### config.mk
export PLATFORM = sky130hd
export DESIGN_NAME = mem_stage
export DESIGN_NICKNAME = d
export VERILOG_FILES = /design/src/rtl/mem_ops_pkg.sv /design/src/rtl/mem_align.sv /design/src/rtl/mem_stage.sv
export SDC_FILE = /design/constraint.sdc
export NUM_CORES = 1
export LEC_CHECK = 0
export CAP_MARGIN = 20
export CELL_PAD_IN_SITES_DETAIL_PLACEMENT = 0
export CELL_PAD_IN_SITES_GLOBAL_PLACEMENT = 1
export CORE_ASPECT_RATIO = 1.2
export CORE_UTILIZATION = 29
export CTS_BUF_LIST = sky130_fd_sc_hd__clkbuf_8
export CTS_CLUSTER_SIZE = 28
export DETAILED_ROUTE_END_ITERATION = 8
export PLACE_DENSITY = 0.77
export SLEW_MARGIN = 10
export SYNTH_ARGS = -nofsm -noshare
export SYNTH_HDL_FRONTEND = slang
export SYNTH_SLANG_ARGS = --single-unit
### constraint.sdc
create_clock -name CLK -period 2.3 [get_ports CLK]
set_input_delay 0.46 -clock CLK [delete_from_list [all_inputs] [get_ports CLK]]
set_output_delay 0.46 -clock CLK [all_outputs]
set_load 0.01 [all_outputs]
### src/rtl/mem_ops_pkg.sv
// Shared encodings for the MEM stage: memory op codes, access sizes,
// FSM state encoding and small decode helpers.
package mem_ops_pkg;

    localparam logic [5:0] OP_LB  = 6'h20;
    localparam logic [5:0] OP_LH  = 6'h21;
    localparam logic [5:0] OP_LW  = 6'h23;
    localparam logic [5:0] OP_LBU = 6'h24;
    localparam logic [5:0] OP_LHU = 6'h25;
    localparam logic [5:0] OP_SB  = 6'h28;
    localparam logic [5:0] OP_SH  = 6'h29;
    localparam logic [5:0] OP_SW  = 6'h2B;

    typedef enum logic [1:0] {
        ST_IDLE = 2'd0,
        ST_REQ  = 2'd1,
        ST_WAIT = 2'd2
    } mem_state_e;

    typedef enum logic [1:0] {
        SZ_BYTE = 2'd0,
        SZ_HALF = 2'd1,
        SZ_WORD = 2'd2
    } mem_size_e;

    // Access size from the op code; anything unrecognised is a word access.
    function automatic mem_size_e op_size(input logic [5:0] op);
        case (op)
            OP_LB, OP_LBU, OP_SB: return SZ_BYTE;
            OP_LH, OP_LHU, OP_SH: return SZ_HALF;
            OP_LW, OP_SW:         return SZ_WORD;
            default:              return SZ_WORD;
        endcase
    endfunction

    // Zero-extending loads.
    function automatic logic op_unsigned(input logic [5:0] op);
        return (op == OP_LBU) || (op == OP_LHU);
    endfunction

    // Halfwords need an even address, words a 4-byte aligned address.
    function automatic logic is_misaligned(input mem_size_e size, input logic [1:0] off);
        case (size)
            SZ_HALF: return off[0];
            SZ_WORD: return off != 2'b00;
            default: return 1'b0;
        endcase
    endfunction

endpackage

### src/rtl/mem_align.sv
// Combinational byte-lane logic: store byte enables / lane replication and
// load lane extraction with sign or zero extension.
module mem_align
    import mem_ops_pkg::*;
#(
    parameter bit BIG_ENDIAN = 1'b1
) (
    input  logic [1:0]  size_i,
    input  logic        unsigned_i,
    input  logic [1:0]  offset_i,
    input  logic [31:0] store_data_i,
    input  logic [31:0] load_word_i,
    output logic [3:0]  store_be_o,
    output logic [31:0] store_wdata_o,
    output logic [31:0] load_data_o
);

    logic [1:0]  byte_lane;
    logic        half_hi;
    logic [7:0]  lane_byte;
    logic [15:0] lane_half;

    // Map the byte offset to a physical lane (lane 3 = bits[31:24]) and format data.
    always_comb begin
        byte_lane     = BIG_ENDIAN ? (2'd3 - offset_i) : offset_i;
        half_hi       = BIG_ENDIAN ? ~offset_i[1] : offset_i[1];
        lane_byte     = 8'h00;
        store_be_o    = 4'hF;
        store_wdata_o = store_data_i;
        load_data_o   = load_word_i;

        case (byte_lane)
            2'd0:    lane_byte = load_word_i[7:0];
            2'd1:    lane_byte = load_word_i[15:8];
            2'd2:    lane_byte = load_word_i[23:16];
            default: lane_byte = load_word_i[31:24];
        endcase
        lane_half = half_hi ? load_word_i[31:16] : load_word_i[15:0];

        case (size_i)
            SZ_BYTE: begin
                store_be_o    = 4'b0001 << byte_lane;
                store_wdata_o = {4{store_data_i[7:0]}};
                load_data_o   = unsigned_i ? {24'h0, lane_byte}
                                           : {{24{lane_byte[7]}}, lane_byte};
            end
            SZ_HALF: begin
                store_be_o    = half_hi ? 4'b1100 : 4'b0011;
                store_wdata_o = {2{store_data_i[15:0]}};
                load_data_o   = unsigned_i ? {16'h0, lane_half}
                                           : {{16{lane_half[15]}}, lane_half};
            end
            default: begin
                store_be_o    = 4'hF;
                store_wdata_o = store_data_i;
                load_data_o   = load_word_i;
            end
        endcase
    end

endmodule

### src/rtl/mem_stage.sv
// MEM pipeline stage. Non-memory instructions pass straight through to the
// registered writeback outputs. Loads/stores run a small IDLE->REQ->(WAIT)
// FSM against the data cache and stall IF..EXE until the access completes.
//
// Cache handshake: a request transfers on a cycle where DC_req_valid and
// DC_req_ready are both high; address, data, byte enables and we stay fixed
// from the cycle valid rises until that transfer. DC_resp_valid has no ready:
// it is taken only in WAIT and ignored in every other state.
module mem_stage
    import mem_ops_pkg::*;
#(
    parameter bit BIG_ENDIAN = 1'b1,
    parameter int ADDR_W     = 32
) (
    input  logic              CLK,
    input  logic              RESET,
    input  logic [31:0]       Instr1_IN,
    input  logic [31:0]       Instr1_PC_IN,
    input  logic [31:0]       ALU_result1_IN,
    input  logic [4:0]        WriteRegister1_IN,
    input  logic [31:0]       MemWriteData1_IN,
    input  logic              RegWrite1_IN,
    input  logic [5:0]        ALU_Control1_IN,
    input  logic              MemRead1_IN,
    input  logic              MemWrite1_IN,
    output logic              DC_req_valid,
    output logic              DC_req_we,
    output logic [ADDR_W-1:0] DC_req_addr,
    output logic [31:0]       DC_req_wdata,
    output logic [3:0]        DC_req_be,
    input  logic              DC_req_ready,
    input  logic              DC_resp_valid,
    input  logic [31:0]       DC_resp_rdata,
    output logic              STALL_OUT,
    output logic [31:0]       Instr1_OUT,
    output logic [31:0]       Instr1_PC_OUT,
    output logic [31:0]       WriteData1_OUT,
    output logic [4:0]        WriteRegister1_OUT,
    output logic              RegWrite1_OUT,
    output logic              MisalignFault_OUT,
    output logic [4:0]        BypassReg1_MEMEXE,
    output logic [31:0]       BypassData1_MEMEXE,
    output logic              BypassValid1_MEMEXE,
    output logic [1:0]        MemState_DBG_OUT
);

    mem_state_e        state_q;

    // Latched access, held while the request/response is in flight.
    logic              req_valid_q;
    logic              req_we_q;
    logic [ADDR_W-1:0] req_addr_q;
    logic [31:0]       req_wdata_q;
    logic [3:0]        req_be_q;
    mem_size_e         size_q;
    logic              unsigned_q;
    logic [1:0]        off_q;
    logic [4:0]        rd_q;
    logic              regwrite_q;
    logic [31:0]       instr_q;
    logic [31:0]       pc_q;

    // Writeback registers.
    logic [31:0]       wb_instr_q;
    logic [31:0]       wb_pc_q;
    logic [31:0]       wb_data_q;
    logic [4:0]        wb_reg_q;
    logic              wb_regwrite_q;
    logic              wb_fault_q;

    // Decode of the instruction currently presented by EXE.
    logic              mem_op_in;
    mem_size_e         in_size;
    logic              in_unsigned;
    logic [1:0]        in_off;
    logic              in_misalign;
    logic              complete;

    // Formatter is shared: IDLE formats the incoming store, WAIT the returning load.
    logic [1:0]        al_size;
    logic              al_unsigned;
    logic [1:0]        al_off;
    logic [3:0]        al_be;
    logic [31:0]       al_wdata;
    logic [31:0]       al_load;

    assign mem_op_in   = MemRead1_IN | MemWrite1_IN;
    assign in_size     = op_size(ALU_Control1_IN);
    assign in_unsigned = op_unsigned(ALU_Control1_IN);
    assign in_off      = ALU_result1_IN[1:0];
    assign in_misalign = is_misaligned(in_size, in_off);

    assign al_size     = (state_q == ST_IDLE) ? in_size : size_q;
    assign al_unsigned = (state_q == ST_IDLE) ? in_unsigned : unsigned_q;
    assign al_off      = (state_q == ST_IDLE) ? in_off : off_q;

    mem_align #(
        .BIG_ENDIAN(BIG_ENDIAN)
    ) u_align (
        .size_i       (al_size),
        .unsigned_i   (al_unsigned),
        .offset_i     (al_off),
        .store_data_i (MemWriteData1_IN),
        .load_word_i  (DC_resp_rdata),
        .store_be_o   (al_be),
        .store_wdata_o(al_wdata),
        .load_data_o  (al_load)
    );

    // Completion is the cycle the access finishes; stall upstream until then.
    always_comb begin
        complete = 1'b0;
        case (state_q)
            ST_IDLE: complete = mem_op_in && in_misalign;
            ST_REQ:  complete = DC_req_ready && req_we_q;
            ST_WAIT: complete = DC_resp_valid;
            default: complete = 1'b0;
        endcase
        STALL_OUT = ((state_q != ST_IDLE) || mem_op_in) && !complete;
    end

    // FSM plus writeback registers; non-completing cycles send a bubble to WB.
    always_ff @(posedge CLK) begin
        if (RESET) begin
            state_q       <= ST_IDLE;
            req_valid_q   <= 1'b0;
            req_we_q      <= 1'b0;
            req_addr_q    <= '0;
            req_wdata_q   <= '0;
            req_be_q      <= '0;
            size_q        <= SZ_BYTE;
            unsigned_q    <= 1'b0;
            off_q         <= '0;
            rd_q          <= '0;
            regwrite_q    <= 1'b0;
            instr_q       <= '0;
            pc_q          <= '0;
            wb_instr_q    <= '0;
            wb_pc_q       <= '0;
            wb_data_q     <= '0;
            wb_reg_q      <= '0;
            wb_regwrite_q <= 1'b0;
            wb_fault_q    <= 1'b0;
        end else begin
            wb_instr_q    <= '0;
            wb_pc_q       <= '0;
            wb_data_q     <= '0;
            wb_reg_q      <= '0;
            wb_regwrite_q <= 1'b0;
            wb_fault_q    <= 1'b0;

            case (state_q)
                ST_IDLE: begin
                    if (!mem_op_in) begin
                        wb_instr_q    <= Instr1_IN;
                        wb_pc_q       <= Instr1_PC_IN;
                        wb_data_q     <= ALU_result1_IN;
                        wb_reg_q      <= WriteRegister1_IN;
                        wb_regwrite_q <= RegWrite1_IN;
                    end else if (in_misalign) begin
                        wb_instr_q <= Instr1_IN;
                        wb_pc_q    <= Instr1_PC_IN;
                        wb_reg_q   <= WriteRegister1_IN;
                        wb_fault_q <= 1'b1;
                    end else begin
                        req_valid_q <= 1'b1;
                        req_we_q    <= MemWrite1_IN;
                        req_addr_q  <= {ALU_result1_IN[ADDR_W-1:2], 2'b00};
                        req_wdata_q <= al_wdata;
                        req_be_q    <= al_be;
                        size_q      <= in_size;
                        unsigned_q  <= in_unsigned;
                        off_q       <= in_off;
                        rd_q        <= WriteRegister1_IN;
                        regwrite_q  <= RegWrite1_IN;
                        instr_q     <= Instr1_IN;
                        pc_q        <= Instr1_PC_IN;
                        state_q     <= ST_REQ;
                    end
                end
                ST_REQ: begin
                    if (DC_req_ready) begin
                        req_valid_q <= 1'b0;
                        if (req_we_q) begin
                            wb_instr_q <= instr_q;
                            wb_pc_q    <= pc_q;
                            wb_reg_q   <= rd_q;
                            state_q    <= ST_IDLE;
                        end else begin
                            state_q <= ST_WAIT;
                        end
                    end
                end
                ST_WAIT: begin
                    if (DC_resp_valid) begin
                        wb_instr_q    <= instr_q;
                        wb_pc_q       <= pc_q;
                        wb_data_q     <= al_load;
                        wb_reg_q      <= rd_q;
                        wb_regwrite_q <= regwrite_q;
                        state_q       <= ST_IDLE;
                    end
                end
                default: begin
                    req_valid_q <= 1'b0;
                    state_q     <= ST_IDLE;
                end
            endcase
        end
    end

    assign DC_req_valid        = req_valid_q;
    assign DC_req_we           = req_we_q;
    assign DC_req_addr         = req_addr_q;
    assign DC_req_wdata        = req_wdata_q;
    assign DC_req_be           = req_be_q;

    assign Instr1_OUT          = wb_instr_q;
    assign Instr1_PC_OUT       = wb_pc_q;
    assign WriteData1_OUT      = wb_data_q;
    assign WriteRegister1_OUT  = wb_reg_q;
    assign RegWrite1_OUT       = wb_regwrite_q;
    assign MisalignFault_OUT   = wb_fault_q;

    assign BypassReg1_MEMEXE   = wb_reg_q;
    assign BypassData1_MEMEXE  = wb_data_q;
    assign BypassValid1_MEMEXE = wb_regwrite_q;

    assign MemState_DBG_OUT    = state_q;

endmodule

# [Word-level counts from Yosys, hierarchy flattened]
# Index checks and enable logic that the tools add are counted.
[op_classes] n_bitwise=5 reduce_logical=17 order_cmp=0 n_eq_ne=17 div_mod_pow=0 shift=1 addsub=1 muxes=49 n_mul=0
[ops] cell="32-bit 2-to-1 mux" n=14
[ops] cell="32-bit case mux with 2 select lines" n=3
[ops] cell="32-bit case mux with 3 select lines" n=2
[ops] cell="6-bit == test, second input constant" n=6
[ops] cell="5-bit 2-to-1 mux" n=5
[ops] cell="8-bit case mux with 3 select lines" n=1
[ops] cell="16-bit 2-to-1 mux" n=1
[ops] cell="5-bit case mux with 3 select lines" n=1
[ops] cell="2-bit 2-to-1 mux" n=7
[ops] cell="3-bit OR reduction" n=3
[ops] cell="2-bit by 1-bit == test with 1-bit output, second input constant" n=4
[ops] cell="2-bit inequality test, second input constant" n=4
[ops] cell="4-bit case mux with 2 select lines" n=1
[ops] cell="4-bit AND reduction" n=2
[ops] cell="1-bit 2-to-1 mux" n=7
[ops] cell="2-bit == test, second input constant" n=3
[ops] cell="2-bit logical NOT" n=3
[ops] cell="1-bit case mux with 3 select lines" n=2
[ops] cell="2-bit case mux with 3 select lines" n=1
[ops] cell="4-bit 2-to-1 mux" n=1
[ops] cell="1-bit inverter" n=4
[ops] cell="1-bit case mux with 2 select lines" n=2
[ops] cell="2-bit case mux with 2 select lines" n=1
[ops] cell="2-bit nonzero test" n=2
[ops] cell="7 further kinds" n=10
[word_totals] input_bits=178 romBits=0 out_inout_bits=214 ramBits=0 ff_bits=248 latchBits=0 memories=0

# [Longest topological paths before layout]
[depth] depth_word=9 mapped_depth=9 ltp_nobuf=5

# [Cells and area by module]
# A second synthesis with hierarchy kept.
[unflattened] cells_unflattened=1172 area_unflattened_um2=11584.9
[by_module_without_submodules] mod="mem_stage" seq_area_each_um2=4964.8 instances=1 area_each_um2=10246.1 cells_each=981
[by_module_without_submodules] mod="mem_align" seq_area_each_um2=0.0 instances=1 area_each_um2=1338.8 cells_each=191

# [Least setup slack after synthesis]
# Ideal clock, no wire load.
[synth_timing] path_type="input port to output port" startpoint="input port ALU_Control1_IN[1]" endpoint="output port STALL_OUT" path_stages=6 path_slack_ps=-199 path_buffers=2 required_time_ps=1840 arrival_time_ps=2039 path_cell_list="or3b_1 -> clkbuf_1 -> o31ai_1 -> a31oi_1 -> clkbuf_1 -> nor2_1"
[synth_via] elab_chain_len=9 word_cells_on_any_way=16 classes_between="eq/ne: 8; mux: 3; reduce/logical: 5"
[synth_rtl] item="from (decl)" line_no="mem_stage.sv:23" text="input logic [5:0] ALU_Control1_IN,"
[synth_rtl] item="6-bit == test" line_no="mem_ops_pkg.sv:28" text="case (op)"
[synth_rtl] item="3-bit OR reduction" line_no="mem_ops_pkg.sv:28"
[synth_rtl] item="2-bit case mux with 2 select lines *" line_no="mem_ops_pkg.sv:28"
[synth_rtl] item="2-bit == test or 2-bit by 1-bit == test with 1-bit output (tied branches)" line_no="mem_ops_pkg.sv:43" text="case (size)"
[synth_rtl] item="1-bit case mux with 2 select lines *" line_no="mem_ops_pkg.sv:43"
[synth_rtl] item="1-bit logical AND *" line_no="mem_stage.sv:114" text="ST_IDLE: complete = mem_op_in && in_misalign;"
[synth_rtl] item="1-bit case mux with 3 select lines *" line_no="mem_stage.sv:113" text="case (state_q)"
[synth_rtl] item="1-bit logical NOT *" line_no="mem_stage.sv:119" text="STALL_OUT = ((state_q != ST_IDLE) || mem_op_in) && !complete;"
[synth_rtl] item="1-bit logical AND *" line_no="mem_stage.sv:119"
[synth_rtl] item="to (decl)" line_no="mem_stage.sv:34" text="output logic STALL_OUT,"
# Every way passes the cells marked *; elsewhere a longest branch is shown, timed or not.

# [Worst setup path after layout]
[layout_timing] startpoint="input port ALU_Control1_IN[4]" endpoint="output port STALL_OUT"
# Same word-level chain as after synthesis.

==> qor.yml <==
outcome:
  outcome: "finished clean"
hold_path:
  hold_path.startpoint: "RESET"
  hp-class: "primary input to flop"
  hold_path_depth: 3
  hold-path-endpoint: "MemState_DBG_OUT[1]"
floorplanning:
  die-area_mm2: 0.03461
  num_io_pins: 392
  fp.dieW_um: 170.0
  vertical_extent_of_the_die_um: 203.6
  initial_core_util: 0.2954
  rows: 73
  coreArea_mm2: 0.03325
synthesis:
  yosys.area.top_type_share: 0.5055
  synth_enable_flop_cells: 0
  muxShareOfSynthArea: 0.02344
  synthArstFlopShare: 0
  yosysSeqAreaShare: 0.5055
  syn_area_mm2: 0.009821
  ys.flop_type: "dfxtp_1"
  synth_fa_ha_area_frac: 0
  synth_area_leader_cell: "dfxtp_1"
  ys.warnings.count: 0
  synthTopCellsByCount: "255 x nand2_1, 248 x dfxtp_1, 128 x a21oi_1"
  synth_top_family_by_area: "compound AO/OA/AOI/OAI gates"
  synth-xor-area-share: 0
  synth_seq_cells: 248
  ys_top_cells_by_area: "dfxtp_1 51%, nand2_1 9.7%, a21oi_1 6.5%"
  syn-instance-count: 1158
  post-synth-top-count-cell: "nand2_1"
  synth.distinct_cells: 53
  synthesis.area_per_instance_um2: 8.481
  post_synth_and_or_nand_nor_area_fraction: 0.1675
  synth_compound_gate_area_share: 0.2333
critical_path:
  worstSetupStartpoint: "ALU_Control1_IN[4]"
  slowest_stage: "or3b_4"
  worstPathRequired_ns: 1.84
  timing.critical_path.slowest_cell_delay_ns: 0.44
  r2r-start: "MemState_DBG_OUT[0]"
  path_delay_family: "simple AND/OR/NAND/NOR gates"
  cp_data_arrival_time_ns: 1.80
  critical_path.reg2reg.endpoint: "BypassData1_MEMEXE[17]"
  cp-end-kind: "output pin"
  crit_type: "primary input to output pin"
  cp-start-kind: "primary input"
  crit_fanout: 3
  rrSetupSlack_ns: 0.23
  worstRegToRegCells: 6
  crit_chain: "dlygate4sd2_1 -> or3b_4 -> o31ai_4 -> a31oi_4 -> nor2_2 -> buf_6"
  worstPathBufferInverterCount: 2
placed_design:
  numPortBuffers: 389
  gp_routability_congestion: 0.8314
  total_cell_area_at_the_placement_stage_mm2: 0.01459
  dpl.hpwl_um: 25460
cells_and_area:
  layout.cell_area.non_filler_mm2: 0.01558
  layout-drive-gt1-share: 0.1159
  design.final.nets: 1735
  syn_to_final_growth_pct: 58.62
sta:
  timing.final.crit_period_ns: 2.263
  timing_worst_slew_pin_value_ns: 0.8338
  final_report_max_slew_violation_count: 0
  achievable-frequency_mhz: 441.9
  worst_clock_skew_ns: 0.01482
  report.final.setup_viol: 0
  layout_worst_path_cycle_share: 0.9840
  timing.max_slew.rel_slack: 0.4442
  setup_total_negative_slack_ns: 0
  fin_worst_hold_slack_ns: 0.4296
  finalHoldViolCount: 0
grt:
  grt_remaining_overflow: 0
  grt_first_pass_wirelength_um: 53920
  grt_start_max_net_pins: 87
  first_global_vias: 9487
  antenna_found_initial: 3
  global_route.usage.total: 0.1992
route:
  route.vias.total: 9873
  drc_marker_count_from_the_first_detailed_route_iteration: 626
  ant_nets: 0
  drt-total-wl_um: 35720
  routed_via_density: 4.837
  1st_pass_router_iterations: 8
  post-route-drc-count: 0
  avgRoutedWirePerCell_um: 17.50
clock_tree:
  worst_setup_hold_path_clk_slew_ns: 0.06
  clock_latency_ns: 0.55
  clk_path_buf_depth: 3
  ctsHoldBuffers: 0
  cts_tree: "done"
  clock_sink_count: 248
  ctsRootBufferMaster: "clkbuf_8"
  tritoncts.num_buffers: 44
  htree_levels: 2
power:
  power.density_cell_area_mw_per_mm2: 712.0
  fin_total_pwr_mw: 11.09
  cellLeakagePower_nw: 5.895
  peakVddDrop_v: 0.0003490
flow_run:
  maxCapViolCount: 0
-- final cells by class --
cell class / instances / area [um^2]
clock buffers: 55 / 757.0
fillers: 3244 / 17670
multi-input cells: 773 / 4237
well taps: 450 / 563.0
clock inverters: 22 / 205.2
flip-flops and latches: 248 / 4972
diodes: 3 / 7.507
inverters: 3 / 11.26
repair buffers: 487 / 4825
-- worst max path at each step --
stage	endpoint	slack [ns]	cells after the start
after floorplan	STALL_OUT	0.004	6
after global placement	STALL_OUT	-0.73	6
after detailed placement	STALL_OUT	-0.74	6
after CTS	STALL_OUT	0.04	6
after global routing	STALL_OUT	-0.002	6
final	STALL_OUT	0.04	6
-- power breakdown --
group / internal, mW / switching, mW / total [mW]
Clock: 2.60 / 1.86 / 4.46
Combinational: 1.03 / 0.929 / 1.96
Sequential: 4.55 / 0.125 / 4.67
-- cell usage in the layout (no fill, tap or decap), types with 3 or more instances in the layout --
cell type / Yosys / final
a2111oi_0: 3 / 3
a211o_1: 8 / 8
a211oi_1: 14 / 14
a21oi_1: 128 / 128
a221o_1: 16 / 16
a221oi_1: 6 / 6
a22o_1: 7 / 7
a22oi_1: 83 / 83
a311oi_1: 10 / 10
and2_1: 4 / 5
and3_1: 3 / 3
buf_12: 0 / 16
buf_4: 40 / 83
bufinv_16: 0 / 4
clkbuf_8: 0 / 55
clkdlybuf4s50_1: 0 / 384
clkinvlp_4: 0 / 4
dfxtp_1: 248 / 246
diode_2: 0 / 3
dlygate4sd2_1: 0 / 3
inv_1: 3 / 15
mux2i_1: 23 / 23
nand2_1: 255 / 255
nand3_1: 5 / 5
nor2_1: 107 / 106
nor2b_1: 3 / 3
nor3_1: 13 / 11
o21ai_0: 25 / 23
o31a_1: 10 / 10
o31ai_1: 10 / 8
-- repair_timing --
action,in CTS,in global routing
gates resized for setup,15,2
setup buffers,0,1
setup endpoints to repair,44,7
pin swaps,4,3
-- layer usage --
| metal | share of wire | track usage | routed length (um) | vias to the layer above |
|---|---|---|---|---|
| li1 | - | - | - | 4819 |
| met1 | 0.42 | 0.2429 | 14930 | 4653 |
| met2 | 0.49 | 0.3428 | 17570 | 337 |
| met3 | 0.064 | 0.04153 | 2290 | 64 |
| met4 | 0.026 | 0.07272 | 932 | 0 |
| met5 | 0 | 0 | 0 | - |
-- metrics by stage --
| step | setup slack [ns] | utilization | instances |
|---|---|---|---|
| after global placement | -0.7299 | 0.4388 | 1960 |
| after detailed placement | -0.7354 | 0.4388 | 1960 |
| after global routing | -0.001741 | 0.4684 | 2039 |
| after CTS | 0.03706 | 0.4679 | 2037 |
| final | 0.03689 | 0.4685 | 2041 |
| after floorplan | 0.004334 | - | 1159 |
-- state kept, by name (all words and copies together), names as in the netlist --
| register | count |
|---|---|
| DC_req_valid | 1 |
| rd_q | 5 |
| DC_req_we | 1 |
| MisalignFault_OUT | 1 |
| MemState_DBG_OUT | 2 |
| Instr1_PC_OUT | 32 |
| off_q | 2 |
| BypassData1_MEMEXE | 32 |
| BypassValid1_MEMEXE | 1 |
| pc_q | 32 |
| BypassReg1_MEMEXE | 5 |
| regwrite_q | 1 |
| instr_q | 32 |
| Instr1_OUT | 32 |
| DC_req_wdata | 32 |
| DC_req_addr | 30 |
| size_q | 2 |
| unsigned_q | 1 |
| DC_req_be | 4 |
-- kinds of logic after synthesis --
kind of cell / count (synthesis)
AND/OR/NAND/NOR: 406
other: 1
AO/OA/AOI/OAI: 342
multiplexers: 23
buffers and inverters: 138
flip-flops: 248
-- worst register-to-register path: stages (launching register included) --
cell and delay, ns:
dfxtp_4 0.41, or3b_2 0.52, and2_1 0.30, o211ai_1 0.23, and4b_1 0.26, buf_12 0.16
a221o_1 0.15
No activity file was read; power rests on OpenSTA's default activity.
